===== src/rtl/arb_fifo_scoreboard_if.sv =====
// Bus bundle observed by the arbitrated-FIFO scoreboard: per-channel push/pop/data
// and the shared FIFO output, plus the combinational output-valid indication.
interface arb_fifo_scoreboard_if #(
  parameter int NUM_REQS = 4,
  parameter int WIDTH    = 8
);
  logic                      start;
  logic [NUM_REQS-1:0]       push;
  logic [NUM_REQS-1:0]       pop;
  logic [NUM_REQS*WIDTH-1:0] flat_data_in;
  logic [WIDTH-1:0]          data_out;
  logic                      data_out_vld;

  modport master (
    output start, push, pop, flat_data_in, data_out,
    input  data_out_vld
  );

  modport slave (
    input  start, push, pop, flat_data_in, data_out,
    output data_out_vld
  );
endinterface


===== src/rtl/arb_fifo_scoreboard.sv =====
// Multi-channel tag-and-track scoreboard for the arbitrated FIFO array.
// Optional per-channel latency timeout: define SCOREBOARD_LATENCY_CHECK_EN.
module arb_fifo_scoreboard #(
  parameter int NUM_REQS = 4,
  parameter int WIDTH    = 8,
  parameter int DEPTH    = 8,
  parameter int CNTW     = $clog2(DEPTH + 1),
  parameter int MAX_LAT  = 64
) (
  input  logic                clk,
  input  logic                rst,
  arb_fifo_scoreboard_if.slave bus,
  output logic [NUM_REQS-1:0] armed,
  output logic [NUM_REQS-1:0] done,
  output logic [NUM_REQS-1:0] fail,
  output logic                proto_err,
  output logic                prop_signal
);

  typedef enum logic [1:0] {S_IDLE, S_ARMED, S_DONE, S_FAIL} state_t;

  if (NUM_REQS < 1 || DEPTH < 2 || MAX_LAT < 1) begin : g_bad_param
    $error("arb_fifo_scoreboard: illegal parameterisation");
  end

  logic                multi_pop;
  logic [NUM_REQS-1:0] chan_err;

  assign bus.data_out_vld = |bus.pop;
  // Clearing the lowest set bit leaves something only if two or more pops are high.
  assign multi_pop   = |(bus.pop & (bus.pop - NUM_REQS'(1)));
  assign prop_signal = ~|fail & ~proto_err;

  for (genvar gi = 0; gi < NUM_REQS; gi++) begin : g_ch
    state_t           state;
    logic [CNTW-1:0]  cnt;
    logic [CNTW-1:0]  pend;
    logic [WIDTH-1:0] tag;
    logic [WIDTH-1:0] din;
    logic             under;
    logic             over;
    logic             arm_ok;
    logic             armed_q;
    logic             done_q;
    logic             fail_q;
`ifdef SCOREBOARD_LATENCY_CHECK_EN
    localparam int LATW = $clog2(MAX_LAT + 1);
    logic [LATW-1:0] lat;
`endif

    assign din          = bus.flat_data_in[gi*WIDTH +: WIDTH];
    assign under        = bus.pop[gi] && (cnt == '0);
    assign over         = bus.push[gi] && !bus.pop[gi] && (cnt == CNTW'(DEPTH));
    assign chan_err[gi] = under | over;
    assign arm_ok       = bus.start && bus.push[gi] && !chan_err[gi];

    assign armed[gi] = armed_q;
    assign done[gi]  = done_q;
    assign fail[gi]  = fail_q;

    always_ff @(posedge clk) begin
      if (rst) begin
        state   <= S_IDLE;
        cnt     <= '0;
        pend    <= '0;
        tag     <= '0;
        armed_q <= 1'b0;
        done_q  <= 1'b0;
        fail_q  <= 1'b0;
`ifdef SCOREBOARD_LATENCY_CHECK_EN
        lat     <= '0;
`endif
      end else begin
        if (!chan_err[gi])
          cnt <= cnt + CNTW'(bus.push[gi]) - CNTW'(bus.pop[gi]);

        case (state)
          S_IDLE, S_DONE: begin
            if (arm_ok) begin
              state   <= S_ARMED;
              tag     <= din;
              // Words still queued ahead of the tagged one after this cycle's pop.
              pend    <= cnt - CNTW'(bus.pop[gi]);
              armed_q <= 1'b1;
              done_q  <= 1'b0;
`ifdef SCOREBOARD_LATENCY_CHECK_EN
              lat     <= '0;
`endif
            end
          end
          S_ARMED: begin
            if (bus.pop[gi] && pend == '0) begin
              armed_q <= 1'b0;
              if (bus.data_out == tag) begin
                state  <= S_DONE;
                done_q <= 1'b1;
              end else begin
                state  <= S_FAIL;
                fail_q <= 1'b1;
              end
            end else begin
              if (bus.pop[gi])
                pend <= pend - CNTW'(1);
`ifdef SCOREBOARD_LATENCY_CHECK_EN
              // A match in the expiring cycle is taken by the branch above.
              if (lat == LATW'(MAX_LAT - 1)) begin
                state   <= S_FAIL;
                armed_q <= 1'b0;
                fail_q  <= 1'b1;
              end else begin
                lat <= lat + LATW'(1);
              end
`endif
            end
          end
          default: ;
        endcase
      end
    end
  end

  always_ff @(posedge clk) begin
    if (rst)
      proto_err <= 1'b0;
    else if (multi_pop || (|chan_err))
      proto_err <= 1'b1;
  end

endmodule


===== src/flat_wrapper.sv =====
// flat-port wrapper written by rule: the top's interface ports become plain ports
module arb_fifo_scoreboard_flat 
#(
  parameter int NUM_REQS = 4,
  parameter int WIDTH    = 8,
  parameter int DEPTH    = 8,
  parameter int CNTW     = $clog2(DEPTH + 1),
  parameter int MAX_LAT  = 64
)
  (clk, rst, armed, done, fail, proto_err, prop_signal, bus_start, bus_push, bus_pop, bus_flat_data_in, bus_data_out, bus_data_out_vld);
  arb_fifo_scoreboard_if #(.NUM_REQS(NUM_REQS), .WIDTH(WIDTH)) bus_i ();
  input  logic clk;
  input  logic rst;
  output logic [NUM_REQS-1:0] armed;
  output logic [NUM_REQS-1:0] done;
  output logic [NUM_REQS-1:0] fail;
  output logic proto_err;
  output logic prop_signal;
  input wire logic [$bits(bus_i.start)-1:0] bus_start;
  input wire logic [$bits(bus_i.push)-1:0] bus_push;
  input wire logic [$bits(bus_i.pop)-1:0] bus_pop;
  input wire logic [$bits(bus_i.flat_data_in)-1:0] bus_flat_data_in;
  input wire logic [$bits(bus_i.data_out)-1:0] bus_data_out;
  output wire logic [$bits(bus_i.data_out_vld)-1:0] bus_data_out_vld;
  assign bus_i.start = bus_start;
  assign bus_i.push = bus_push;
  assign bus_i.pop = bus_pop;
  assign bus_i.flat_data_in = bus_flat_data_in;
  assign bus_i.data_out = bus_data_out;
  assign bus_data_out_vld = bus_i.data_out_vld;
  arb_fifo_scoreboard #(.NUM_REQS(NUM_REQS), .WIDTH(WIDTH), .DEPTH(DEPTH), .CNTW(CNTW), .MAX_LAT(MAX_LAT)) u_core (.clk(clk), .rst(rst), .bus(bus_i), .armed(armed), .done(done), .fail(fail), .proto_err(proto_err), .prop_signal(prop_signal));
endmodule

===== config.mk =====
export PLATFORM = sky130hd
export DESIGN_NAME = arb_fifo_scoreboard_flat
export DESIGN_NICKNAME = d
export VERILOG_FILES = /design/src/rtl/arb_fifo_scoreboard_if.sv /design/src/rtl/arb_fifo_scoreboard.sv /design/src/flat_wrapper.sv
export SDC_FILE = /design/constraint.sdc
export NUM_CORES = 1
export LEC_CHECK = 0
export BUFFER_PORTS_ARGS = -buffer_cell sky130_fd_sc_hd__buf_2
export CELL_PAD_IN_SITES_DETAIL_PLACEMENT = 1
export CELL_PAD_IN_SITES_GLOBAL_PLACEMENT = 2
export CORE_UTILIZATION = 36
export CTS_BUF_LIST = sky130_fd_sc_hd__clkbuf_4 sky130_fd_sc_hd__clkbuf_8
export CTS_CLUSTER_DIAMETER = 100
export DETAILED_ROUTE_END_ITERATION = 10
export PLACE_DENSITY_LB_ADDON = 0.1
export SLEW_MARGIN = 25
export SYNTH_ARGS = -nofsm -noshare
export SYNTH_HDL_FRONTEND = slang
export SYNTH_SLANG_ARGS = --single-unit

===== constraint.sdc =====
create_clock -name clk -period 2.2 [get_ports clk]
set_input_delay 0.44 -clock clk [delete_from_list [all_inputs] [get_ports clk]]
set_output_delay 0.44 -clock clk [all_outputs]
set_load 0.01 [all_outputs]

==> impl.org <==
** Cells and area
- Commonest cells after routing, fill and taps aside :: dfxtp_1 (85), buf_2 (65), nand2_1 (57)
- The repair_antennas step left the layout with diodes totalling 0.
- At the end of the flow, the number of nets in the layout was 718.
- In the final layout, the share of cells above drive strength 1 is 17.4%.
- The area growth from synthesis to layout is 14.9%.
- Number of fillers in the final layout :: 1546
- Leading cell type in the layout, fill and taps excluded :: dfxtp_1
- After routing the design area is 5560 um^2.

** Die
- Die area :: 13900 um^2
- The core region is 12900 um^2.
- After floorplanning, the core was divided into 41 placement rows.
- Die extent in y :: 118 um
- Boundary Pins :: 66
- Initial standard-cell utilization of the core :: 37.6%
- Chip Width :: 118 um

** Power
- Switch share :: 37.3%
- Leakage power figure :: 2.41 nW
- Overall power after layout :: 5.81 mW
- Across the VDD grid, the largest voltage drop is 485 uV.
- Switching power total :: 2.17 mW
- Clock network fraction of design power :: 24.0%
- Dividing total power by cell area gives a power density of 1040 nW/um^2.
- Total internal power :: 3.64 mW
- Combinational logic is responsible for 40.7% of the overall power.
- In this run, flip-flops and latches consume 35.3% of the power.

** Timing
- Worst setup skew after layout :: 0.00768 ns
- Shortest period the worst path allows :: 2.01 ns
- After routing, the total negative slack on setup checks comes to 0 ns.
- Setup violations remaining at the end of the flow were counted as 0.
- Setup repair after global routing missed its margin :: false
- Remaining max-slew budget at the tightest pin :: 49.9%
- The number of pins exceeding their max-slew limit in the final report was 0.
- In the finished design, the share of the clock period the worst path needs comes to 91.3%.
- Based on the critical path, the design can be clocked at up to 0.498 GHz.
- At the pin with the least slew margin, the transition time is 0.748 ns.
- The number of hold violations in the final report is 0.

** Clock network
- Clock transition at the registers of the reported paths :: 0.09 ns
- In this run the number of H-tree levels came out at 3.
- Post-CTS setup buffers :: 0
- For this design, the CTS-stage hold fixing added 0 buffers.
- Clock tree from TritonCTS :: built
- Resize count post-CTS :: 0
- Total CTS buffers :: 9
- The clock passes through at most 2 buffers.
- Root buf cell :: clkbuf_8
- Insertion delay of the later-clocked pin in the worst-skew pair :: 0.37 ns
- Sink Count :: 85

** Placement
- The congestion estimate from routability-driven global placement came to 0.783.
- Detailed Place HPWL :: 9.77 mm
- IO buf count :: 65
- Area post-placement :: 5310 um^2

** Worst setup path
- The startpoint identified for the worst register-to-register timing path is u_core.g_ch[2].cnt[2].
- Worst Path Class, Setup :: reg -> reg
- Data required time of the worst path :: 2.47 ns
- Worst R2R Setup Slack :: 0.19 ns
- STA classifies the critical path startpoint as a register.
- Number of cells traversed by the worst register-to-register path :: 7
- In this run the worst path has a maximum fanout of 7.
- The endpoint identified for the worst register-to-register timing path is u_core.g_ch[2].pend[2].
- STA puts the critical path data arrival time at 2.28 ns.
- Type of element capturing the critical path :: register

** GRT
- Entering global routing, the biggest net connects 37 pins.
- For this run the aggregate overflow at the end of global routing stands at 0.
- First-pass GRT wire length :: 21.5 mm
- Number of global-route vias before repair :: 4290
- Tot GR Track Use :: 19.5%
- The initial antenna violation count was 0.

** Synthesis
- Number of instances in the synthesized netlist :: 563
- Synth Register Bits :: 85
- Most frequently used flop master after synthesis :: dfxtp_1
- The number of nets handed over by synthesis was 658.
- Synthesis instantiated 48 different standard cells from the library.
- Ys async rst share :: 0%
- Area share of the leading cell type in the synthesized netlist :: 35.2%
- Per-instance average area after synthesis :: 8.60 um^2
- Count of flip-flops with a built-in enable after synthesis :: 0
- Of the synthesized area, sequential elements account for 35.2%.
- During synthesis, Yosys emitted a total of 0 warnings.
- The synthesized design spends more area on one cell type than any other, namely dfxtp_1.
- Top post-synthesis cells by area :: dfxtp_1 (35%), ha_1 (10%), xor2_1 (7.1%)
- The mapped netlist covers 4840 um^2.

** Routing
- After detailed routing, the average wire length per cell comes to 16.0 um.
- The routed design has 12.8 mm of wire.
- For this run, the detailed router's first-pass iteration total came to 4.
- Number of DRC markers after the initial detailed-route iteration :: 129
- Post-detailed-route via-to-cell ratio :: 5.10
- Via Count :: 4080
- # DRC :: 0
- Final ANT Viol Nets :: 0

** Hold path
- Min-delay worst type :: in -> reg
- Startpoint of the worst hold path :: bus_flat_data_in[3]
- The worst hold path terminates at u_core.g_ch[0].tag[3].
- Number of stages on the worst hold path :: 3

** Outcome
- Result of the run :: complete, no violations

** Run
- Max-cap violations in this run came to 0.
-- per-stage QoR --
stage          hold WS [ns]  worst slack (ns)  util, %  cells
5_1_grt               0.290            0.0117     43.2    800
4_1_cts               0.288             0.186     43.2    800
6_report              0.302             0.192     43.2    800
2_1_floorplan         0.437             0.388        -    563
3_5_place_dp          0.455            0.0982     41.3    784
3_3_place_gp          0.441             0.177     41.3    784
-- routing by layer --
layer | track usage, % | up-vias | part of all wire, %
met1 | 25.4 | 1989 | 49
met5 | 0 | - | 0
met2 | 32.8 | 59 | 47
li1 | - | 2018 | -
met4 | 6.49 | 0 | 1.4
met3 | 2.86 | 14 | 3.0
-- registers in the layout (all words and copies together) (netlist names) --
signal and flops:
u_core.g_ch.armed_q 4, u_core.g_ch.cnt 16, u_core.g_ch.state 8, u_core.g_ch.fail_q 4, u_core.g_ch.pend 16, u_core.g_ch.done_q 4
u_core.g_ch.tag 32, u_core.proto_err 1
-- cell type report --
cell class / count / area [um^2] / area share, %
Sequential cell: 85 / 1700 / 30.6
Clock inverter: 6 / 110 / 1.98
Clock buffer: 10 / 138 / 2.48
Timing Repair Buffer: 81 / 445 / 8.01
Inverter: 42 / 158 / 2.84
Multi-Input combinational cell: 404 / 2790 / 50.2
Tap cell: 172 / 215 / 3.87
-- how the worst max path moves through the flow --
stage,cells past startpoint,start,to
after global routing,8,u_core.g_ch[0].cnt[2],u_core.g_ch[0].pend[2]
after global placement,9,bus_pop[3],u_core.g_ch[3].cnt[2]
final,7,u_core.g_ch[2].cnt[2],u_core.g_ch[2].pend[2]
after CTS,7,u_core.g_ch[2].cnt[2],u_core.g_ch[2].pend[2]
after detailed placement,9,bus_pop[3],u_core.g_ch[3].cnt[2]
after floorplan,8,bus_pop[1],u_core.g_ch[1].cnt[2]
-- synth_stat cells (4+ instances only) --
library cell and number:
a21oi_1 48, nand2b_1 7, dfxtp_1 85, o21ai_1 4
a211oi_1 13, nor3_1 14, nor4_1 8, clkbuf_1 14
inv_1 42, ha_1 40, nand3b_1 12, o21bai_1 4
nor3b_1 6, xor2_1 39, o21ai_0 32, mux2i_1 9
nand2_1 57, fa_1 4, nand3_1 8, buf_4 13
xnor2_1 9, o21a_1 5, nor2_1 49
-- kinds of logic after synthesis --
kind of cell	synth area share, %
AO/OA/AOI/OAI	17.6
AND/OR/NAND/NOR	17.4
XOR/XNOR	8.69
multiplexers	1.86
buffers and inverters	7.14
flip-flops	35.2
adder cells (fa/ha/maj)	12.2
-- power groups by stage --
stage	combinational (mW)	sequential [mW]	clock [mW]
after floorplan	1.82	2.02	0
after global placement	2.31	2.07	0
after detailed placement	2.40	2.09	0
after CTS	2.41	2.05	1.44
after global routing	2.72	2.09	1.49
final	2.36	2.05	1.39
-- worst max-delay path, stage by stage, from the launching register on --
cell,delay [ns]
dfxtp_1,0.36
inv_1,0.11
ha_1,0.23
nand3b_1,0.14
a211oi_4,0.09
o21ai_1,0.49
o21ai_0,0.18
a32o_1,0.29
Note: power is estimated with default switching activity, not from simulation.
